[config.mk]
export PLATFORM = sky130hd
export DESIGN_NAME = prog_loader
export DESIGN_NICKNAME = d
export VERILOG_FILES = /design/src/rtl/prog_loader.sv
export SDC_FILE = /design/constraint.sdc
export NUM_CORES = 1
export LEC_CHECK = 0
export CAP_MARGIN = 20
export CORE_MARGIN = 5
export CORE_UTILIZATION = 50
export CTS_BUF_LIST = sky130_fd_sc_hd__clkbuf_4 sky130_fd_sc_hd__clkbuf_8
export DETAILED_ROUTE_END_ITERATION = 16
export PLACE_DENSITY = 0.8
export REMOVE_ABC_BUFFERS = 1
export SLEW_MARGIN = 20
export SYNTH_ARGS = -nofsm -noshare
export SYNTH_HDL_FRONTEND = slang
export SYNTH_SLANG_ARGS = --single-unit
[constraint.sdc]
create_clock -name clk -period 2.2 [get_ports clk]
set_input_delay 0.44 -clock clk [delete_from_list [all_inputs] [get_ports clk]]
set_output_delay 0.44 -clock clk [all_outputs]
set_load 0.05 [all_outputs]
[src/rtl/prog_loader.sv]
// prog_loader: boot-time byte-stream loader for instruction memory.
// Holds the CPU in reset until a length- and XOR-checked image is written.
module prog_loader #(
    parameter int          ADDR_W  = 8,
    parameter logic [31:0] INIT_PC = 32'h0
) (
    input  logic        clk,
    input  logic        reset,
    input  logic        start,
    input  logic        rx_valid,
    input  logic [7:0]  rx_data,
    output logic        rx_ready,
    output logic        im_we,
    output logic [31:0] im_addr,
    output logic [31:0] im_wdata,
    output logic        cpu_reset,
    output logic [31:0] cpu_init,
    output logic        busy,
    output logic        done,
    output logic        err
);

    typedef enum logic [2:0] {
        S_IDLE, S_HDR_HI, S_HDR_LO, S_DATA, S_CSUM, S_RUN, S_ERR
    } state_t;

    state_t              state_q, state_d;
    logic [15:0]         n_q, n_d;
    logic [7:0]          csum_q, csum_d;
    logic [23:0]         wbuf_q, wbuf_d;
    logic [1:0]          bcnt_q, bcnt_d;
    logic [ADDR_W:0]     widx_q, widx_d;
    logic                we_q, we_d;
    logic [31:0]         addr_q, addr_d;
    logic [31:0]         wdata_q, wdata_d;

    logic                xfer;
    logic [ADDR_W:0]     widx_nxt;
    logic [16:0]         n_full;
    logic [16:0]         cap;

    assign xfer     = rx_valid && rx_ready;
    assign widx_nxt = widx_q + 1'b1;
    assign n_full   = {1'b0, n_q[15:8], rx_data};
    assign cap      = 17'd1 << ADDR_W;

    // Status outputs are a pure function of the session state
    always_comb begin
        rx_ready  = (state_q == S_HDR_HI) || (state_q == S_HDR_LO) ||
                    (state_q == S_DATA)   || (state_q == S_CSUM);
        busy      = rx_ready;
        done      = (state_q == S_RUN);
        err       = (state_q == S_ERR);
        cpu_reset = (state_q != S_RUN);
        cpu_init  = INIT_PC;
        im_we     = we_q;
        im_addr   = addr_q;
        im_wdata  = wdata_q;
    end

    // Next-state: header parse, word assembly and checksum decision
    always_comb begin
        state_d = state_q;
        n_d     = n_q;
        csum_d  = csum_q;
        wbuf_d  = wbuf_q;
        bcnt_d  = bcnt_q;
        widx_d  = widx_q;
        we_d    = 1'b0;
        addr_d  = addr_q;
        wdata_d = wdata_q;
        unique case (state_q)
            S_IDLE, S_RUN, S_ERR: begin
                if (start) begin
                    state_d = S_HDR_HI;
                    csum_d  = 8'h00;
                    bcnt_d  = 2'd0;
                    widx_d  = '0;
                end
            end
            S_HDR_HI: begin
                if (xfer) begin
                    n_d[15:8] = rx_data;
                    csum_d    = csum_q ^ rx_data;
                    state_d   = S_HDR_LO;
                end
            end
            S_HDR_LO: begin
                if (xfer) begin
                    n_d[7:0] = rx_data;
                    csum_d   = csum_q ^ rx_data;
                    if (n_full == 17'd0)
                        state_d = S_CSUM;
                    else if (n_full > cap)
                        state_d = S_ERR;
                    else
                        state_d = S_DATA;
                end
            end
            S_DATA: begin
                if (xfer) begin
                    csum_d = csum_q ^ rx_data;
                    bcnt_d = bcnt_q + 2'd1;
                    unique case (bcnt_q)
                        2'd0: wbuf_d[23:16] = rx_data;
                        2'd1: wbuf_d[15:8]  = rx_data;
                        2'd2: wbuf_d[7:0]   = rx_data;
                        default: begin
                            we_d    = 1'b1;
                            wdata_d = {wbuf_q, rx_data};
                            addr_d  = 32'({widx_q[ADDR_W-1:0], 2'b00});
                            widx_d  = widx_nxt;
                            if (17'(widx_nxt) == {1'b0, n_q})
                                state_d = S_CSUM;
                        end
                    endcase
                end
            end
            S_CSUM: begin
                if (xfer)
                    state_d = (rx_data == csum_q) ? S_RUN : S_ERR;
            end
            default: state_d = S_IDLE;
        endcase
    end

    // State and datapath registers with synchronous reset
    always_ff @(posedge clk) begin
        if (reset) begin
            state_q <= S_IDLE;
            n_q     <= '0;
            csum_q  <= '0;
            wbuf_q  <= '0;
            bcnt_q  <= '0;
            widx_q  <= '0;
            we_q    <= 1'b0;
            addr_q  <= '0;
            wdata_q <= '0;
        end else begin
            state_q <= state_d;
            n_q     <= n_d;
            csum_q  <= csum_d;
            wbuf_q  <= wbuf_d;
            bcnt_q  <= bcnt_d;
            widx_q  <= widx_d;
            we_q    <= we_d;
            addr_q  <= addr_d;
            wdata_q <= wdata_d;
        end
    end

endmodule

Word level (Yosys, flattened, before mapping)
Cells that the tools add are included.

Flip-flop bits (word level): 103. Input bits: 12. Output and inout bits: 102.

Add/subtract/negate cells: 2. Order comparisons: 1. Eq/ne operators: 19. Muxes and demuxes: 22. Bitwise operators: 4. Reduce and logical (&&, ||, !) cells: 23.

Operator list (number): $mux 3 (9); $mux 9 (3); $pmux 9 s2 (1); $reduce_and 3->1 (6); $logic_not 17->1 (1); $eq 9x16->1 (1); $gt 16x9->1 const B (1); $mux 8 (2); $pmux 8 s2 (1); $pmux 3 s5 (1); $ne 2x2->1 const B (6); $reduce_or 3->1 (4); $add 9x1->9 const B (1); $eq 3x3->1 const B (3); $eq 8x8->1 (1); $xor 8x8->8 (1); $reduce_and 7->1 (1); $eq 3x2->1 const B (2); $mux 2 (3); $ne 2x1->1 const B (2); $pmux 2 s2 (1); $reduce_and 2->1 (2); $reduce_and 4->1 (1); $reduce_bool 2->1 (2); 11 further kinds (15).

Logic depth before layout (Yosys ltp)
Depth after elaboration: 7. Depth in mapped cells: 9.

Worst setup path before layout
Ideal clock, no wire load.

Kind: register to output. Start: reg state_q[2]. End: out rx_ready. Arrival: 1754 ps. Data required time: 1760 ps. Path slack: 6 ps. Stages on the path, launching flop included: 4. Cells stage by stage: dfxtp_1 clkbuf_1 xnor2_1 buf_4.

Cells in the longest elaborated chain, start to end: 4. Elaborated cells on any way between the ends: 7. Classes of those cells: 4 x eq/ne; 3 x reduce/logical.

RTL lines: start, declared (RTL line 27) `state_t state_q, state_d;`; start signal, assigned (RTL line 140) `state_q <= state_d;`; $eq 3x1->1 or $eq 3x2->1 (tied branches) (RTL line 49) `rx_ready = (state_q == S_HDR_HI) || (state_q == S_HDR_LO) ||`; $logic_or 1x1->1 (2 in series) (RTL line 49); $logic_or 1x1->1 (*) (RTL line 50) `(state_q == S_DATA) || (state_q == S_CSUM);`; end, declared (RTL line 12) `output logic rx_ready,`.

Every way passes the cells marked *; elsewhere a longest branch is shown, timed or not.

Worst setup path in the final report
Start: reg state_q[1]. End: out rx_ready.

The elaborated chain is that of the path after synthesis.

==> results.json <==
{
  "dr.pass1.iters": 5,
  "cts_max_path_buffers": 2,
  "clockRootBuffer": "clkbuf_8",
  "antenna_found_initial": 0,
  "cts-htree-levels": 3,
  "viasPerCell": 5.23,
  "setup_violations": 0,
  "drv_slew": 0,
  "max_freq_ghz": 0.479,
  "core_um2": 9730,
  "cts.sinks": 103,
  "tns_ns": 0,
  "required_ns": 1.76,
  "start_util_pct": 51.0,
  "rsz0062_at_grt": "no",
  "critical_path.cell_chain": "nor2_2 -> xnor2_1 -> buf_4 -> buf_12",
  "cts_made_buffers": 9,
  "worstSetupPathType": "flip-flop to output pin",
  "die_w_um": 110,
  "ys_seq_area_share_pct": 41.6,
  "routed_wl_um": 11300,
  "max_stage_delay_ns": 0.59,
  "ys_ff_latch": 103,
  "synth_cell_types": 53,
  "portBuffers": 57,
  "synthFlopType": "dfxtp_1",
  "dpl_cell_area_um2": 5570,
  "fp-row-count": 36,
  "whs_ns": 0.458,
  "worstSetupEndpointType": "output pin",
  "postLayoutCellArea_um2": 5760,
  "finClkSkew_ns": 0.0108,
  "vdd_ir_drop_max_mv": 1.21,
  "drive_gt1_share_pct": 10.8,
  "dp_hpwl_um": 8260,
  "grt_pass1_wl_um": 18500,
  "vias": 4273,
  "place_ws_ns": -0.0931,
  "diodes": 0,
  "maxCapViolations": 0,
  "grt_max_degree": 44,
  "power_leakage_nw": 2.09,
  "cp_slowest_cell": "dfxtp_1",
  "async_reset_ff_share_pct": 0,
  "outcome": "complete, no violations",
  "crit-reg2reg-launch": "n_q[8]",
  "io_pins": 114,
  "worst_slew_pin_slew_ns": 0.596,
  "antenna_left": 0,
  "period_minus_slack_ns": 2.09,
  "synth_edf_count": 0,
  "synth_cells": 627,
  "cts_tree": "yes",
  "gp_congestion": 0.808,
  "drc": 0,
  "grt_pass1_vias": 3952,
  "hold_start": "im_wdata[21]",
  "slew_headroom_pct": 60.3,
  "fin_ws_ns": 0.114,
  "clock_latency_ns": 0.36,
  "crit_fanout": 11,
  "arrival_ns": 1.65,
  "clk_pin_slew_ns": 0.10,
  "grtUsageTotal_pct": 19.2,
  "min_path_type": "flip-flop to flip-flop",
  "area_growth_pct": 16.1,
  "hold_viol": 0,
  "die_y_um": 110,
  "syn_area_um2": 4960,
  "crit_start": "state_q[1]",
  "die-area_um2": 12000,
  "grt_overflow": 0,
  "avgSynthCellArea_um2": 7.91,
  "drt_iter0_markers": 203,
  "p_per_area_nw_per_um2": 781,
  "nets": 697,
  "critPathLaunchType": "flip-flop",
  "finalCritPeriodShare_pct": 94.8,
  "yosys_warnings": 0,
  "postLayoutCoreUtil_pct": 59.2,
  "avgRoutedWirePerCell_um": 13.8
}
synth_stat cells, types with 2 or more instances:
master / number / area share [%]
nand2_1: 132 / 10
dfxtp_1: 103 / 42
a21oi_1: 97 / 9.8
buf_4: 59 / 8.9
nor2_1: 35 / 2.6
nand3_1: 28 / 2.8
clkbuf_1: 27 / 2.0
o21ai_0: 18 / 1.8
xor2_1: 12 / 2.1
nand3b_1: 11 / 1.7
xnor2_1: 11 / 1.9
buf_2: 8 / 0.81
inv_1: 7 / 0.53
mux2i_1: 7 / 1.4
buf_1: 6 / 0.45
nor4_1: 6 / 0.76
ha_1: 5 / 1.3
nand2b_1: 5 / 0.63
o211ai_1: 4 / 0.61
or3_1: 4 / 0.50
nor3_1: 3 / 0.30
o31ai_1: 3 / 0.45
a31oi_1: 2 / 0.25
and4_4: 2 / 0.45
mux2_2: 2 / 0.45
nand4_1: 2 / 0.25
nor2_2: 2 / 0.25
worst paths after layout:
path              slack [ns]      endpoint  cells after the start
hold reg to reg         0.46  im_wdata[21]                      2
setup / recovery        0.11      rx_ready                      4
setup reg to reg        0.20    state_q[2]                      6
hold / removal          0.46  im_wdata[21]                      2
routing by layer:
layer  wire (µm)  up-vias  global-route usage (%)
li1            -     2080                       -
met1        4800     2020                    24.3
met2        5560      157                    32.8
met3         744       16                    3.64
met4         196        0                    6.41
met5           0        -                       0
repair_timing:
| action | CTS | global route |
|---|---|---|
| buffers inserted | 0 | 0 |
| hold buffers | 0 | 0 |
| resized for setup | 0 | 4 |
| setup endpoints to repair | 0 | 3 |
| endpoints found under the hold margin | 0 | 0 |
registers in the layout (all words and copies together), names as in the netlist:
| signal | flops |
|---|---|
| n_q | 16 |
| im_wdata | 32 |
| im_we | 1 |
| csum_q | 8 |
| bcnt_q | 2 |
| im_addr | 8 |
| widx_q | 9 |
| state_q | 3 |
| wbuf_q | 24 |
placed cells by master (no fill, tap or decap), drive strengths merged, types with 9 or more instances in the layout:
| cell type | n |
|---|---|
| conb | 56 |
| a21oi | 98 |
| nand2 | 132 |
| xnor2 | 11 |
| nand3 | 29 |
| o21ai | 19 |
| buf | 37 |
| xor2 | 13 |
| inv | 11 |
| nor2 | 37 |
| clkdlybuf4s50 | 51 |
| nand3b | 12 |
| clkbuf | 9 |
| dfxtp | 103 |
critical path: cells and delay by family, from the launching register on:
kind	cells	cell delay (ns)
flops	1	0.59
xor+xnor	1	0.22
buf+inv	2	0.31
simple gates	1	0.16
area by class of cell:
cell class	instances	area, µm²
Clock buffer	9	124
Clock inverter	6	52.6
Fill cell	888	3970
Sequential cell	103	2060
Inverter	8	30.0
Timing Repair Buffer	88	848
Tap cell	133	166
Multi-Input combinational cell	470	2470
metrics by stage:
stage | instances | power (mW)
floorplan | 581 | 2.94
global placement | 802 | 3.38
detailed placement | 802 | 3.41
CTS | 817 | 4.50
global route | 817 | 4.73
finish | 817 | 4.50
power by group:
part	switching (mW)	internal, mW	total (mW)
clock network	0.670	0.423	1.09
logic	0.867	0.491	1.36
registers	0.0956	1.95	2.04
cells by family (layout without fill, tap and decap cells):
kind of cell / count (synthesis) / after routing / share of synthesized area (%)
AND/OR/NAND/NOR: 239 / 239 / 21.9
flip-flops: 103 / 103 / 41.6
buffers and inverters: 109 / 111 / 13.0
multiplexers: 10 / 10 / 2.09
other: 1 / 56 / 0.0756
adder cells (fa/ha/maj): 5 / 5 / 1.26
XOR/XNOR: 24 / 24 / 4.62
AO/OA/AOI/OAI: 136 / 136 / 15.5
No activity file was read; power rests on OpenSTA's default activity.
